## src/rtl/fft_iter_addr_gen.sv

```systemverilog
// Sequencer/address generator for an in-place radix-2 DIT iterative FFT.
// Issues butterfly read pairs and twiddle indices, then the matching delayed write-backs.
module fft_iter_addr_gen #(
    parameter  int AWL      = 5,
    parameter  int BFLY_LAT = 4,
    localparam int NW       = $clog2(AWL + 1)
) (
    input  logic           CLK,
    input  logic           RST,
    input  logic           EN,
    input  logic           START,
    input  logic [NW-1:0]  i_NLOG2,
    input  logic           i_INV,
    output logic [AWL-1:0] o_RD_A_ADDR,
    output logic [AWL-1:0] o_RD_B_ADDR,
    output logic           o_RD_VALID,
    output logic [AWL-2:0] o_TW_ADDR,
    output logic           o_TW_CONJ,
    output logic [AWL-1:0] o_WR_A_ADDR,
    output logic [AWL-1:0] o_WR_B_ADDR,
    output logic           o_WR_EN,
    output logic [NW-1:0]  o_STAGE,
    output logic           o_RAM_BLOCK,
    output logic           o_DONE
);

    localparam int WW  = (BFLY_LAT > 1) ? $clog2(BFLY_LAT) : 1;
    localparam int TWW = AWL - 1;

    typedef enum logic [1:0] {IDLE, RUN, GAP, FIN} state_t;

    typedef struct packed {
        logic [AWL-1:0] a;
        logic [AWL-1:0] b;
        logic           v;
    } wb_t;

    state_t         state, state_nxt;
    logic [AWL-1:0] k, k_nxt, k_last;
    logic [NW-1:0]  s, s_nxt, l, l_nxt, l_samp;
    logic [WW-1:0]  w, w_nxt;
    logic           inv, inv_nxt;
    logic [AWL-1:0] rd_a, rd_b;
    logic [TWW-1:0] rd_tw;
    wb_t [BFLY_LAT-1:0] dl;

    function automatic logic [AWL-1:0] lo_mask(input logic [NW-1:0] st);
        return (AWL'(1) << st) - AWL'(1);
    endfunction

    // Top address: insert a zero at bit s of k; bottom is the same with bit s set.
    function automatic logic [AWL-1:0] addr_a(input logic [AWL-1:0] kk, input logic [NW-1:0] st);
        return ((kk >> st) << (st + NW'(1))) | (kk & lo_mask(st));
    endfunction

    // Twiddle index scaled into the full 2^AWL-point table.
    function automatic logic [TWW-1:0] addr_tw(input logic [AWL-1:0] kk, input logic [NW-1:0] st);
        return TWW'(kk & lo_mask(st)) << (NW'(AWL - 1) - st);
    endfunction

    always_comb begin
        if (i_NLOG2 == '0)
            l_samp = NW'(1);
        else if (i_NLOG2 > NW'(AWL))
            l_samp = NW'(AWL);
        else
            l_samp = i_NLOG2;
    end

    assign k_last = (AWL'(1) << (l - NW'(1))) - AWL'(1);

    always_comb begin
        state_nxt = state;
        k_nxt     = k;
        s_nxt     = s;
        w_nxt     = w;
        l_nxt     = l;
        inv_nxt   = inv;
        if (EN) begin
            case (state)
                IDLE: if (START) begin
                    state_nxt = RUN;
                    k_nxt     = '0;
                    s_nxt     = '0;
                    w_nxt     = '0;
                    l_nxt     = l_samp;
                    inv_nxt   = i_INV;
                end
                RUN: begin
                    if (k == k_last) begin
                        state_nxt = GAP;
                        w_nxt     = '0;
                    end else begin
                        k_nxt = k + AWL'(1);
                    end
                end
                GAP: begin
                    if (w == WW'(BFLY_LAT - 1)) begin
                        if (s == l - NW'(1)) begin
                            state_nxt = FIN;
                        end else begin
                            state_nxt = RUN;
                            s_nxt     = s + NW'(1);
                            k_nxt     = '0;
                        end
                    end else begin
                        w_nxt = w + WW'(1);
                    end
                end
                FIN:     state_nxt = IDLE;
                default: state_nxt = IDLE;
            endcase
        end
    end

    always_ff @(posedge CLK) begin
        if (RST) begin
            state <= IDLE;
            k     <= '0;
            s     <= '0;
            w     <= '0;
            l     <= NW'(1);
            inv   <= 1'b0;
            rd_a  <= '0;
            rd_b  <= '0;
            rd_tw <= '0;
        end else begin
            state <= state_nxt;
            k     <= k_nxt;
            s     <= s_nxt;
            w     <= w_nxt;
            l     <= l_nxt;
            inv   <= inv_nxt;
            // Registered read addresses track the counters' next values.
            if (EN) begin
                rd_a  <= addr_a(k_nxt, s_nxt);
                rd_b  <= addr_a(k_nxt, s_nxt) | (AWL'(1) << s_nxt);
                rd_tw <= addr_tw(k_nxt, s_nxt);
            end
        end
    end

    always_ff @(posedge CLK) begin
        if (RST) begin
            dl <= '0;
        end else if (EN) begin
            dl[0] <= '{a: rd_a, b: rd_b, v: (state == RUN)};
            for (int i = 1; i < BFLY_LAT; i++)
                dl[i] <= dl[i-1];
        end
    end

    assign o_RD_A_ADDR = rd_a;
    assign o_RD_B_ADDR = rd_b;
    assign o_RD_VALID  = EN && (state == RUN);
    assign o_TW_ADDR   = rd_tw;
    assign o_TW_CONJ   = inv;
    assign o_WR_A_ADDR = dl[BFLY_LAT-1].a;
    assign o_WR_B_ADDR = dl[BFLY_LAT-1].b;
    assign o_WR_EN     = EN && dl[BFLY_LAT-1].v;
    assign o_STAGE     = s;
    assign o_RAM_BLOCK = (state != IDLE);
    assign o_DONE      = EN && (state == FIN);

endmodule

```

## config.mk

```make
export PLATFORM = sky130hd
export DESIGN_NAME = fft_iter_addr_gen
export DESIGN_NICKNAME = d
export VERILOG_FILES = /design/src/rtl/fft_iter_addr_gen.sv
export SDC_FILE = /design/constraint.sdc
export NUM_CORES = 1
export LEC_CHECK = 0
export BUFFER_PORTS_ARGS = -buffer_cell sky130_fd_sc_hd__buf_4
export CAP_MARGIN = 20
export CORE_MARGIN = 2
export CORE_UTILIZATION = 53
export CTS_CLUSTER_SIZE = 28
export DETAILED_ROUTE_END_ITERATION = 6
export PLACE_DENSITY = 0.83
export RECOVER_POWER = 50
export SETUP_SLACK_MARGIN = 0.4
export SYNTH_ARGS = -nofsm -noshare
export SYNTH_HDL_FRONTEND = slang
export SYNTH_SLANG_ARGS = --single-unit
```

## constraint.sdc

```tcl
create_clock -name CLK -period 3.3 [get_ports CLK]
set_input_delay 0.33 -clock CLK [delete_from_list [all_inputs] [get_ports CLK]]
set_output_delay 0.33 -clock CLK [all_outputs]
set_load 0.01 [all_outputs]
```

# Yosys cells after proc, flatten, opt, wreduce, memory -nomap -nowiden
# Cells that the tools add are included.
# totals
word_cells	80
mem_bits_rw	0
register_bits	74
inputBits	8
latchBits	0
mem_count	0
romBits	0
# classes
n_mul	0
n_lt_le_gt_ge	1
addsub	8
n_shift	5
n_eq_ne	10
mux	22
n_bitwise	3
div_mod_pow	0
reduce_logical	10
# ops
op	count
5-bit 2-to-1 mux	5
3-bit 2-to-1 mux	6
5-bit case mux with 3 select lines	1
2-bit 2-to-1 mux	7
5-bit OR	2
1-bit by 3-bit left shift with 5-bit output, first input constant	2
5-bit by 2-bit subtractor with 5-bit output, second input constant	2
2-bit inequality test, second input constant	4
2-bit case mux with 4 select lines	1
3-bit by 1-bit adder with 3-bit output, second input constant	2
2-bit == test, second input constant	3
2-bit case mux with 3 select lines	1
3-bit case mux with 2 select lines	1
5-bit by 1-bit adder with 5-bit output, second input constant	1
5-bit bitwise AND	1
5-bit == test	1
5-bit AND reduction	1
5-bit by 3-bit left shift with 5-bit output	1
5-bit by 3-bit >> shifter with 5-bit output	1
4-bit AND reduction	1
4-bit by 3-bit left shift with 4-bit output	1
3-bit == test	1
3-bit > comparator, second input constant	1
1-bit logical AND	3
9 further kinds	9

# Depth between registers and ports, before layout
# Gate-level depths: netlist of run 1.
# depth
depth_word	11
ltp_mapped	17
mapped_depth_nobuf	16

# Worst setup path after synthesis of run 1
# Ideal clock, no wire load.
# synth_path
kind	reg2reg
startpoint	register l[0]
endpoint	register rd_b[3], in the netlist o_RD_B_ADDR[3]
slack_ns	-0.142
t_arrival_ns	3.303
path_buffers	2
t_required_ns	3.162
stages_incl_launch_ff	18
setup_ns	0.138
cell_sequence	dfxtp_1 -> inv_1 -> ha_1 -> ha_1 -> buf_6 -> xor2_1 -> o31a_1 -> mux2_1 -> and2_1 -> buf_2 -> inv_4 -> ha_1 -> ha_1 -> and2_4 -> nand2_2 -> a211oi_1 -> nor4b_1 -> a311oi_1
# synth_via
elab_chain_cells	11
elab_cells_between_ends	22
cone_classes	add/sub: 4; eq/ne: 2; shift: 4; mux: 9; bitwise: 3
# synth_lines
item	line_no	rtl
start, declared	40	logic [NW-1:0] s, s_nxt, l, l_nxt, l_samp;
start signal, assigned	132	l <= l_nxt;
3-bit by 1-bit subtractor with 3-bit output *	99	if (s == l - NW'(1)) begin
3-bit == test *	99	
3-bit 2-to-1 mux *	99	
3-bit 2-to-1 mux *	98	if (w == WW'(BFLY_LAT - 1)) begin
3-bit case mux with 2 select lines *	80	case (state)
3-bit 2-to-1 mux *	79	if (EN) begin
net s_nxt[1]	40	
1-bit by 3-bit left shift with 5-bit output	-	
5-bit by 2-bit subtractor with 5-bit output	-	
5-bit bitwise AND	-	
5-bit OR	53	return ((kk >> st) << (st + NW'(1))) | (kk & lo_mask(st));
5-bit OR *	137	rd_b <= addr_a(k_nxt, s_nxt) | (AWL'(1) << s_nxt);
end signal, assigned	137	
end, declared	43	logic [AWL-1:0] rd_a, rd_b;
# Mark *: on every way through the listed nets, which the timed path passes. The rest lies on a longest branch.
# A chain may end at the register's enable or synchronous reset.

# Final worst setup path of run 1
# layout_path
startpoint	register l[1]
endpoint	register rd_b[4], in the netlist o_RD_B_ADDR[4]
# Same word-level chain as after synthesis.

==> metrics.md, run 1 <==
| Metric | Value |
|---|---|
| R2R Setup Slk | -0.05 ns |
| CP required | 3.53 ns |
| Synth Area in Adders | 5.49% |
| Crit path kind | flop to flop |
| Mux contribution to synthesized area | 13.7% |
| Sequential Area | 1480 um2 |
| Crit path launch type | flop |
| CTS root buf | clkbuf_8 |
| Post-synth top flop | dfxtp_1 |
| Cell area after synthesis | 3870 um2 |
| Ports | 40 |
| Register area share after synthesis | 38.2% |
| Design Area, Final | 5330 um2 |
| Gp weighted congestion | 0.893 |
| Synth cell types | 67 |
| CTS tree | done |
| Slew @ Worst Pin | 0.781 ns |
| Placed inst area | 4500 um2 |
| Endpoints failing setup | 2 |
| Fmax | 0.299 GHz |
| Max-Cap Viols | 0 |
| GRT Overall Usage | 25.2% |
| Hold Vio Cnt, Final | 0 |
| Post-synth EDFFs | 0 |
| Clock-pin slew on the worst setup and hold paths | 0.08 ns |
| Final period utilization | 101% |
| # fillers | 479 |
| H-tree depth | 3 |
| # diodes | 0 |
| Initial antenna violation count | 0 |
| Worst Path Arrival | 3.57 ns |
| Initial Utilization | 54.0% |
| Via count | 3490 |
| Failing checks | setup timing |
| Slew Limit Fails | 0 |
| Leak | 2.22 nW |
| Die Y-Extent | 89.5 um |
| Post-synthesis compound-gate area fraction | 14.3% |
| Status | finished, violations left |
| Setup repair after global routing missed its margin | yes |
| DRC Markers | 0 |
| Hold Path Class | input port to flop |
| Avg Cell Area, Syn | 8.97 um2 |
| Routed wire length | 11100 um |
| Overall power consumption | 2.07 mW |
| Vias in the first global route | 3275 |
| Area grow syn2layout | 37.6% |
| Skew-Pair Late Insertion Delay | 0.35 ns |
| Most common cell after layout, fill and taps aside | buf_4 |
| Largest family of logic cells by synthesized area | simple AND/OR/NAND/NOR gates |
| Sink Count | 74 |
| DP Wirelength | 6530 um |
| Largest incremental delay on the critical path | 0.35 ns |
| Post-synthesis xor/xnor area fraction | 3.36% |
| Post-route ant nets | 0 |
| Clock Skew | 0.0168 ns |
| Initial DRC Count | 297 |
| PwrDens | 388 nW/um2 |
| Commonest cells after routing, fill and taps aside | buf_4, nor2_1, dfxtp_1 |
| Max Root-Sink Buffers | 2 |
| Slew HR | 47.9% |
| Grt total ovfl | 0 |
| Area of the multi-input gates | 2770 um2 |
| CP delay by family, top | compound AO/OA/AOI/OAI gates |
| CP Max Fanout | 6 |
| Cts bufs inserted | 9 |
| First-pass GRT wire length | 15500 um |
| Worst Setup End Kind | flop |
| Layout Nets | 522 |
| Cells after Synth | 432 |
| CORE AREA | 7180 um2 |
| FFs w/ async S/R, synth | 0% |
| WL/cell | 18.4 um |
| Hold_ws | 0.220 ns |
| Yosys reg bits | 74 |
| Final Critical Period | 3.35 ns |
| Port bufs | 39 |
| CP max-delay cell | o31a_1 |
| CP Buf/Inv Count | 4 |
| Pin count of the biggest net entering global routing | 77 |
| Die area | 8010 um2 |
| Synth warn | 0 |
| Vias per inst | 5.82 |
| Worst path cell trace | inv_2, ha_4, ha_4, xor2_2, o31a_1, mux2_4, and2_4, buf_12, inv_8, ha_4, ha_4, and2_4, nand2_4, buf_6, o31ai_4, a21oi_2, a311oi_1 |
| Post-CTS Hold Fix Bufs | 0 |
| TritonRoute pass-1 iters | 4 |
| Die span in x | 89.5 um |
| Row Count | 31 |
| Final worst setup slack | -0.0460 ns |
| Mapped Nets | 457 |
| Share of cells above drive strength 1 | 38.3% |
| Crit-path most repeated cell | ha_4 |
| Peak supply drop | 326 uV |
| Post-Synth Simple-Gate Area | 19.1% |
==> per-stage QoR <==
stage / TNS, ns / utilization [%] / setup slack (ns) / instances
5_1_grt: -0.696 / 74.3 / -0.204 / 600
4_1_cts: 0 / 69.9 / 0.121 / 592
3_5_place_dp: -0.206 / 62.7 / -0.0727 / 562
3_3_place_gp: 0 / 62.7 / 0.0908 / 562
6_report: -0.0480 / 74.3 / -0.0460 / 600
2_1_floorplan: 0 / - / 0.144 / 432
==> Yosys cell counts, types with 2 or more instances <==
cell / instances / area [um2]
nand3_1: 3 / 15.0
a221oi_1: 2 / 17.5
nand2b_1: 5 / 31.3
and2_1: 3 / 18.8
o211ai_1: 2 / 15.0
o21ai_0: 8 / 40.0
inv_1: 10 / 37.5
buf_1: 3 / 11.3
a211oi_1: 8 / 60.1
a31oi_1: 2 / 12.5
nor2b_1: 3 / 18.8
nand4_1: 2 / 12.5
a22oi_1: 3 / 22.5
clkbuf_1: 14 / 52.6
nand3b_1: 3 / 22.5
or2_2: 2 / 12.5
nor3b_1: 2 / 15.0
xor2_1: 6 / 52.6
buf_4: 10 / 75.1
o21ai_1: 2 / 10.0
nand2_1: 27 / 101
o31ai_1: 4 / 30.0
o2111ai_2: 2 / 30.0
ha_1: 17 / 213
buf_2: 4 / 20.0
a311oi_1: 5 / 43.8
nor3_1: 10 / 50.1
nand4b_1: 3 / 26.3
dfxtp_1: 74 / 1480
nor4_1: 2 / 12.5
xnor2_1: 7 / 61.3
mux2_2: 2 / 22.5
nor2_1: 80 / 300
o21a_1: 2 / 15.0
a21oi_1: 16 / 80.1
and3_1: 8 / 50.1
mux2i_1: 46 / 460
==> logic make-up after synthesis <==
group | count (synthesis)
AND/OR/NAND/NOR | 160
multiplexers | 51
AO/OA/AOI/OAI | 71
XOR/XNOR | 14
adder cells (fa/ha/maj) | 17
buffers and inverters | 45
flip-flops | 74
==> routing by layer <==
metal | GRT usage (%) | wire length [um] | up-vias
li1 | - | - | 1638
met1 | 30.0 | 4320 | 1668
met2 | 43.4 | 5750 | 143
met3 | 6.37 | 639 | 41
met4 | 10.3 | 359 | 0
met5 | 0 | 0 | -
==> sequential cells by signal, indices dropped and copies added, names as in the netlist <==
register	count
dl	34
k	5
o_RD_A_ADDR	5
o_RD_B_ADDR	5
o_WR_A_ADDR	5
o_WR_B_ADDR	5
o_TW_ADDR	4
l	3
o_STAGE	3
state	2
w	2
o_TW_CONJ	1
==> worst reg2reg max path, cell delays in order, from the launching register on <==
cell      delay (ns)
dfxtp_2         0.34
inv_2           0.05
ha_4            0.15
ha_4            0.24
xor2_2          0.15
o31a_1          0.35
mux2_4          0.22
and2_4          0.15
buf_12          0.13
inv_8           0.05
ha_4            0.16
ha_4            0.26
and2_4          0.17
nand2_4         0.09
buf_6           0.13
o31ai_4         0.19
a21oi_2         0.07
a311oi_1        0.34
==> worst paths after layout <==
path / start / endpoint / cells past startpoint
min reg2reg: o_TW_ADDR[0] / o_TW_ADDR[0] / 2
max reg2reg: l[1] / o_RD_B_ADDR[4] / 17
max: l[1] / o_RD_B_ADDR[4] / 17
min: i_INV / o_TW_CONJ / 3
==> report_power, final <==
part	internal (mW)	switching, mW
Sequential	0.913	0.0191
Clock	0.426	0.356
Combinational	0.160	0.195
Total	1.50	0.571
==> what timing repair did <==
action                     CTS  global route
setup endpoints to repair   15            16
setup buffers               15             8
cloned                       0             0
resized for setup           37            43
pin swaps                   26            16
==> final cells by class <==
cell class              instances  area share, %
repair buffers                 86           12.8
clock buffers                   9           2.32
clock inverters                 6           1.69
well taps                      99           2.32
flip-flops and latches         74           27.8
multi-input cells             313           51.9
inverters                      13           1.15
No activity file was read; power rests on OpenSTA's default activity.
==> run 2: changes to the inputs <==
CORE_MARGIN = 4   (was 2)
CTS_BUF_LIST = sky130_fd_sc_hd__clkbuf_16   (was not set)
GPL_TIMING_DRIVEN = 1   (was not set)
==> metrics.md, run 2 (same netlist as run 1, synthesis figures left out) <==
| Metric | Value |
|---|---|
| Slew HR | -9.62% |
| Met3 wire length | 557 um |
| Hold path start | i_INV |
| CP required | 3.48 ns |
| CTS tree | done |
| Leak | 2.11 nW |
| Port bufs | 39 |
| Max reg flops | 34 |
| Clock Skew | 0.00577 ns |
| Fmax | 0.306 GHz |
| R2R Setup Slk | 0.03 ns |
| GRT Overall Usage | 23.3% |
| Die area | 8740 um2 |
| Grt total ovfl | 0 |
| DP Wirelength | 6490 um |
| Layout Nets | 521 |
| Endpoint, Worst Hold | o_TW_CONJ |
| Initial antenna violation count | 0 |
| Cell depth of the worst min-delay path | 3 |
| Crit-path most repeated cell | ha_4 |
| First-pass GRT wire length | 16200 um |
| CP delay by family, top | compound AO/OA/AOI/OAI gates |
| Setup repair after global routing missed its margin | yes |
| Initial Utilization | 55.8% |
| Hold Vio Cnt, Final | 0 |
| Status | finished, violations left |
| Top sig layer | met4 |
| # diodes | 0 |
| CP max-delay cell | a211oi_4 |
| Commonest cells after routing, fill and taps aside | nor2_1, dfxtp_1, buf_4 |
| Crit path launch type | flop |
| Clock-pin slew on the worst setup and hold paths | 0.06 ns |
| DRC Markers | 0 |
| Failing checks | capacitance limit, slew limit |
| Die Y-Extent | 93.5 um |
| Hold_ws | 0.249 ns |
| Hold Path Class | input port to flop |
| Pin count of the biggest net entering global routing | 77 |
| # fillers | 477 |
| Worst Path Arrival | 3.45 ns |
| Final Critical Period | 3.27 ns |
| Vias in the first global route | 3314 |
| WL/cell | 17.2 um |
| WL met2 | 5240 um |
| Post-CTS Hold Fix Bufs | 0 |
| Initial DRC Count | 264 |
| Row Count | 30 |
| Endpoints failing setup | 0 |
| Final period utilization | 99.1% |
| Worst path cell trace | inv_2, ha_4, ha_4, nand2b_4, ha_4, and2b_2, mux2i_4, xor2_4, o2111ai_2, a211oi_4, nor3_2, a221oi_2, a311oi_1 |
| Most common cell after layout, fill and taps aside | nor2_1 |
| Top reg by flops | dl |
| Slew Limit Fails | 59 |
| Via count | 3467 |
| Routed wire length | 10300 um |
| CP Buf/Inv Count | 1 |
| TritonRoute pass-1 iters | 5 |
| Sink Count | 74 |
| Non-filler cells, final | 597 |
| Placed cells | 558 |
| RR Endpoint | o_RD_B_ADDR[1] |
| Vias per inst | 5.81 |
| Share of cells above drive strength 1 | 31.5% |
| Skew-Pair Late Insertion Delay | 0.33 ns |
| Area grow syn2layout | 34.9% |
| FF-to-FF path depth | 13 |
| FF-to-FF Start | l[1] |
| Crit path kind | flop to flop |
| Gp weighted congestion | 0.899 |
| H-tree depth | 3 |
| PwrDens | 434 nW/um2 |
| M1 WL | 4240 um |
| Max Root-Sink Buffers | 2 |
| Total negative slack | 0 ns |
| Peak supply drop | 272 uV |
| Ports | 40 |
| Max-Cap Viols | 1 |
| Cts bufs inserted | 9 |
| Post-route ant nets | 0 |
| Die span in x | 93.5 um |
| CP Max Fanout | 6 |
| Slew @ Worst Pin | 1.64 ns |
| CORE AREA | 6940 um2 |
| Worst Setup End Kind | flop |
| CTS root buf | clkbuf_16 |
| Largest incremental delay on the critical path | 0.39 ns |
## run 2: worst max-delay path by stage
stage | endpoint | slack [ns] | cells after the start | start
3_5_place_dp | o_RD_B_ADDR[3] | -0.05 | 13 | l[0]
3_3_place_gp | o_RD_B_ADDR[3] | 0.06 | 13 | l[0]
5_1_grt | o_TW_ADDR[3] | -0.06 | 16 | l[0]
2_1_floorplan | o_TW_ADDR[1] | 0.14 | 17 | l[0]
4_1_cts | o_RD_B_ADDR[1] | 0.14 | 13 | l[0]
6_report | o_RD_B_ADDR[1] | 0.03 | 13 | l[1]
## run 2: repair_timing
action                     in CTS  in global routing
setup buffers                  13                 10
gates resized for setup        27                 37
setup endpoints to repair      14                 17
pin swaps                      19                 27
## run 2: layout make-up
type	instances	area [um2]	area share (%)
inverter	13	58.8	1.12
clock inverter	7	82.6	1.58
sequential	74	1480	28.4
clock buffer	9	225	4.31
tap	96	120	2.30
multi-input combinational	313	2690	51.5
timing repair buffer	85	566	10.8
## run 2: routing by layer
metal,track usage (%),vias up
met5,0,-
met4,9.77,0
met3,4.34,29
met1,28.9,1664
li1,-,1639
met2,39.3,135
## run 2: tightest hold or removal path, cell delays in order
cell and delay (ns):
buf_4 0.08, mux2i_1 0.05, nor2_1 0.08
## run 2: stage by stage
step / total power, mW / util [%] / setup slack (ns) / area [um2]
5_1_grt: 2.34 / 75.3 / -0.0561 / 5230
6_report: 2.27 / 75.3 / 0.0282 / 5230
2_1_floorplan: 1.13 / - / 0.144 / 4070
3_5_place_dp: 1.20 / 64.6 / -0.0506 / 4490
4_1_cts: 2.24 / 72.6 / 0.135 / 5040
3_3_place_gp: 1.19 / 64.6 / 0.0640 / 4490
## run 2: where the power goes
group	switching, mW	internal (mW)
registers	0.0187	0.914
clock network	0.410	0.599
logic	0.178	0.147
total	0.607	1.66
==> run 3: changes to the inputs <==
CORE_UTILIZATION = 30   (was 53)
PLACE_DENSITY = 0.55   (was 0.83)
TNS_END_PERCENT = 20   (was not set)
==> metrics.md, run 3 (same netlist as run 1, synthesis figures left out) <==
| Metric | Value |
|---|---|
| Status | finished, violations left |
| Failing checks | capacitance limit, slew limit |
| Max Root-Sink Buffers | 2 |
| GRT Overall Usage | 13.5% |
| Post-Place Setup Slack | -0.0105 ns |
| Initial DRC Count | 174 |
| PwrDens | 427 nW/um2 |
| CORE AREA | 12600 um2 |
| Final worst setup slack | 0.126 ns |
| Leak | 2.05 nW |
| Pint | 1.63 mW |
| Area grow syn2layout | 31.7% |
| Setup repair after global routing missed its margin | yes |
| Worst path cell trace | inv_2, ha_4, ha_4, xor2_2, o31a_1, buf_4, mux2_4, nand2_8, inv_6, ha_4, ha_4, inv_4, ha_4, o21ba_4, mux2_4, a22oi_1, nor2_1 |
| # fillers | 1302 |
| Gp weighted congestion | 0.907 |
| TritonRoute pass-1 iters | 4 |
| Layout Nets | 514 |
| Clock-pin slew on the worst setup and hold paths | 0.06 ns |
| Slew Limit Fails | 59 |
| Cts bufs inserted | 9 |
| WL met2 | 4300 um |
| Slew HR | -11.4% |
| Worst Path Arrival | 3.36 ns |
| Max-Cap Viols | 1 |
| Net switching fraction of the power | 25.1% |
| DP Wirelength | 6560 um |
| Placed cells | 644 |
| Sw power | 0.548 mW |
| Ports | 40 |
| Top reg by flops | dl |
| Die area | 14800 um2 |
| Share of cells above drive strength 1 | 26.4% |
| Max reg flops | 34 |
| CP Buf/Inv Count | 4 |
| Worst Setup End Kind | flop |
| Endpoints failing setup | 0 |
| Pin count of the biggest net entering global routing | 77 |
| Port bufs | 39 |
| Post-route ant nets | 0 |
| CTS tree | done |
| Hold_ws | 0.226 ns |
| Final Critical Period | 3.17 ns |
| Via count | 3250 |
| Top sig layer | met4 |
| Routed wire length | 9550 um |
| Vias per inst | 4.89 |
| Non-filler cells, final | 665 |
| First-pass GRT wire length | 15900 um |
| CP max-delay cell | dfxtp_2 |
| Skew-Pair Late Insertion Delay | 0.34 ns |
| Crit-path most repeated cell | ha_4 |
| Vias in the first global route | 3215 |
| Row Count | 41 |
| CP delay by family, top | adder cells |
| Hold Path Class | input port to flop |
| CP Max Fanout | 5 |
| M1 WL | 4680 um |
| Peak supply drop | 226 uV |
| Total negative slack | 0 ns |
| Initial antenna violation count | 0 |
| Initial Utilization | 30.7% |
| Hold Vio Cnt, Final | 0 |
| Crit path kind | flop to flop |
| Most common cell after layout, fill and taps aside | nor2_1 |
| Clock network power share | 42.9% |
| Post-CTS Hold Fix Bufs | 0 |
| CTS root buf | clkbuf_16 |
| CP required | 3.49 ns |
| Clock Skew | 0.00775 ns |
| H-tree depth | 3 |
| Crit path launch type | flop |
| Slew @ Worst Pin | 1.67 ns |
| Die span in x | 122 um |
| Gate power share | 14.3% |
| Largest incremental delay on the critical path | 0.33 ns |
| Seq pwr share | 42.8% |
| Commonest cells after routing, fill and taps aside | nor2_1, dfxtp_1, buf_4 |
| Met3 wire length | 375 um |
| # diodes | 0 |
| Fmax | 0.315 GHz |
| Die Y-Extent | 122 um |
| DRC Markers | 0 |
| Final period utilization | 96.2% |
| WL/cell | 14.4 um |
| Grt total ovfl | 0 |
| Sink Count | 74 |
[run 3: cell count changes in the layout (fill, tap and decap cells not counted), moves of 3 or more]
cell and delta:
nor2_1 +3, buf_6 -3, a211oi_2 -3, a21oi_1 +3, a211oi_1 +3, buf_4 -4
[run 3: layer usage]
metal	track usage [%]	up-vias
met5	0	-
met4	5.60	0
met3	3.16	14
met2	20.6	56
met1	18.2	1552
li1	-	1628
[run 3: path summary, 6_finish.rpt]
kind	from	endpoint	slack, ns	cells after the start
worst max-delay path	l[0]	o_TW_ADDR[1]	0.13	17
worst min-delay path	i_INV	o_TW_CONJ	0.23	3
worst max register to register	l[0]	o_TW_ADDR[1]	0.13	17
worst min register to register	dl[0]	dl[0]	0.48	2
[run 3: power groups by stage]
stage                     Combinational [mW]  Clock (mW)  Sequential [mW]
after floorplan                        0.178           0            0.950
after global placement                 0.256           0            0.953
after detailed placement               0.259           0            0.953
after CTS                              0.294       0.966            0.933
after global routing                   0.338        1.00            0.936
final                                  0.310       0.934            0.933
[run 3: layout make-up]
type | count | area, um2 | area share [%]
Inverter | 13 | 67.6 | 1.32
Timing Repair Buffer | 78 | 485 | 9.51
Tap cell | 172 | 215 | 4.22
Sequential cell | 74 | 1480 | 29.1
Clock buffer | 9 | 225 | 4.41
Clock inverter | 6 | 58.8 | 1.15
Multi-Input combinational cell | 313 | 2570 | 50.3
[run 3: worst reg2reg max path: cells and delay by family (launching register included)]
kind            cells  cell delay, ns
compound gates      3            0.59
xor+xnor            1            0.15
flops               1            0.33
simple gates        2            0.14
buf+inv             4            0.35
mux                 2            0.50
fa+ha+maj           5            0.96
[run 3: per-stage QoR]
| step | area [um2] | total power [mW] | utilization [%] |
|---|---|---|---|
| after global placement | 4610 | 1.21 | 36.5 |
| final | 5100 | 2.18 | 40.4 |
| after global routing | 5100 | 2.28 | 40.4 |
| after detailed placement | 4610 | 1.21 | 36.5 |
| after CTS | 5100 | 2.19 | 40.4 |
| after floorplan | 4040 | 1.13 | - |
[run 3: what timing repair did]
item,CTS,global route
setup endpoints to repair,16,17
pin swaps,17,16
gates resized for setup,30,17
setup buffers,5,1
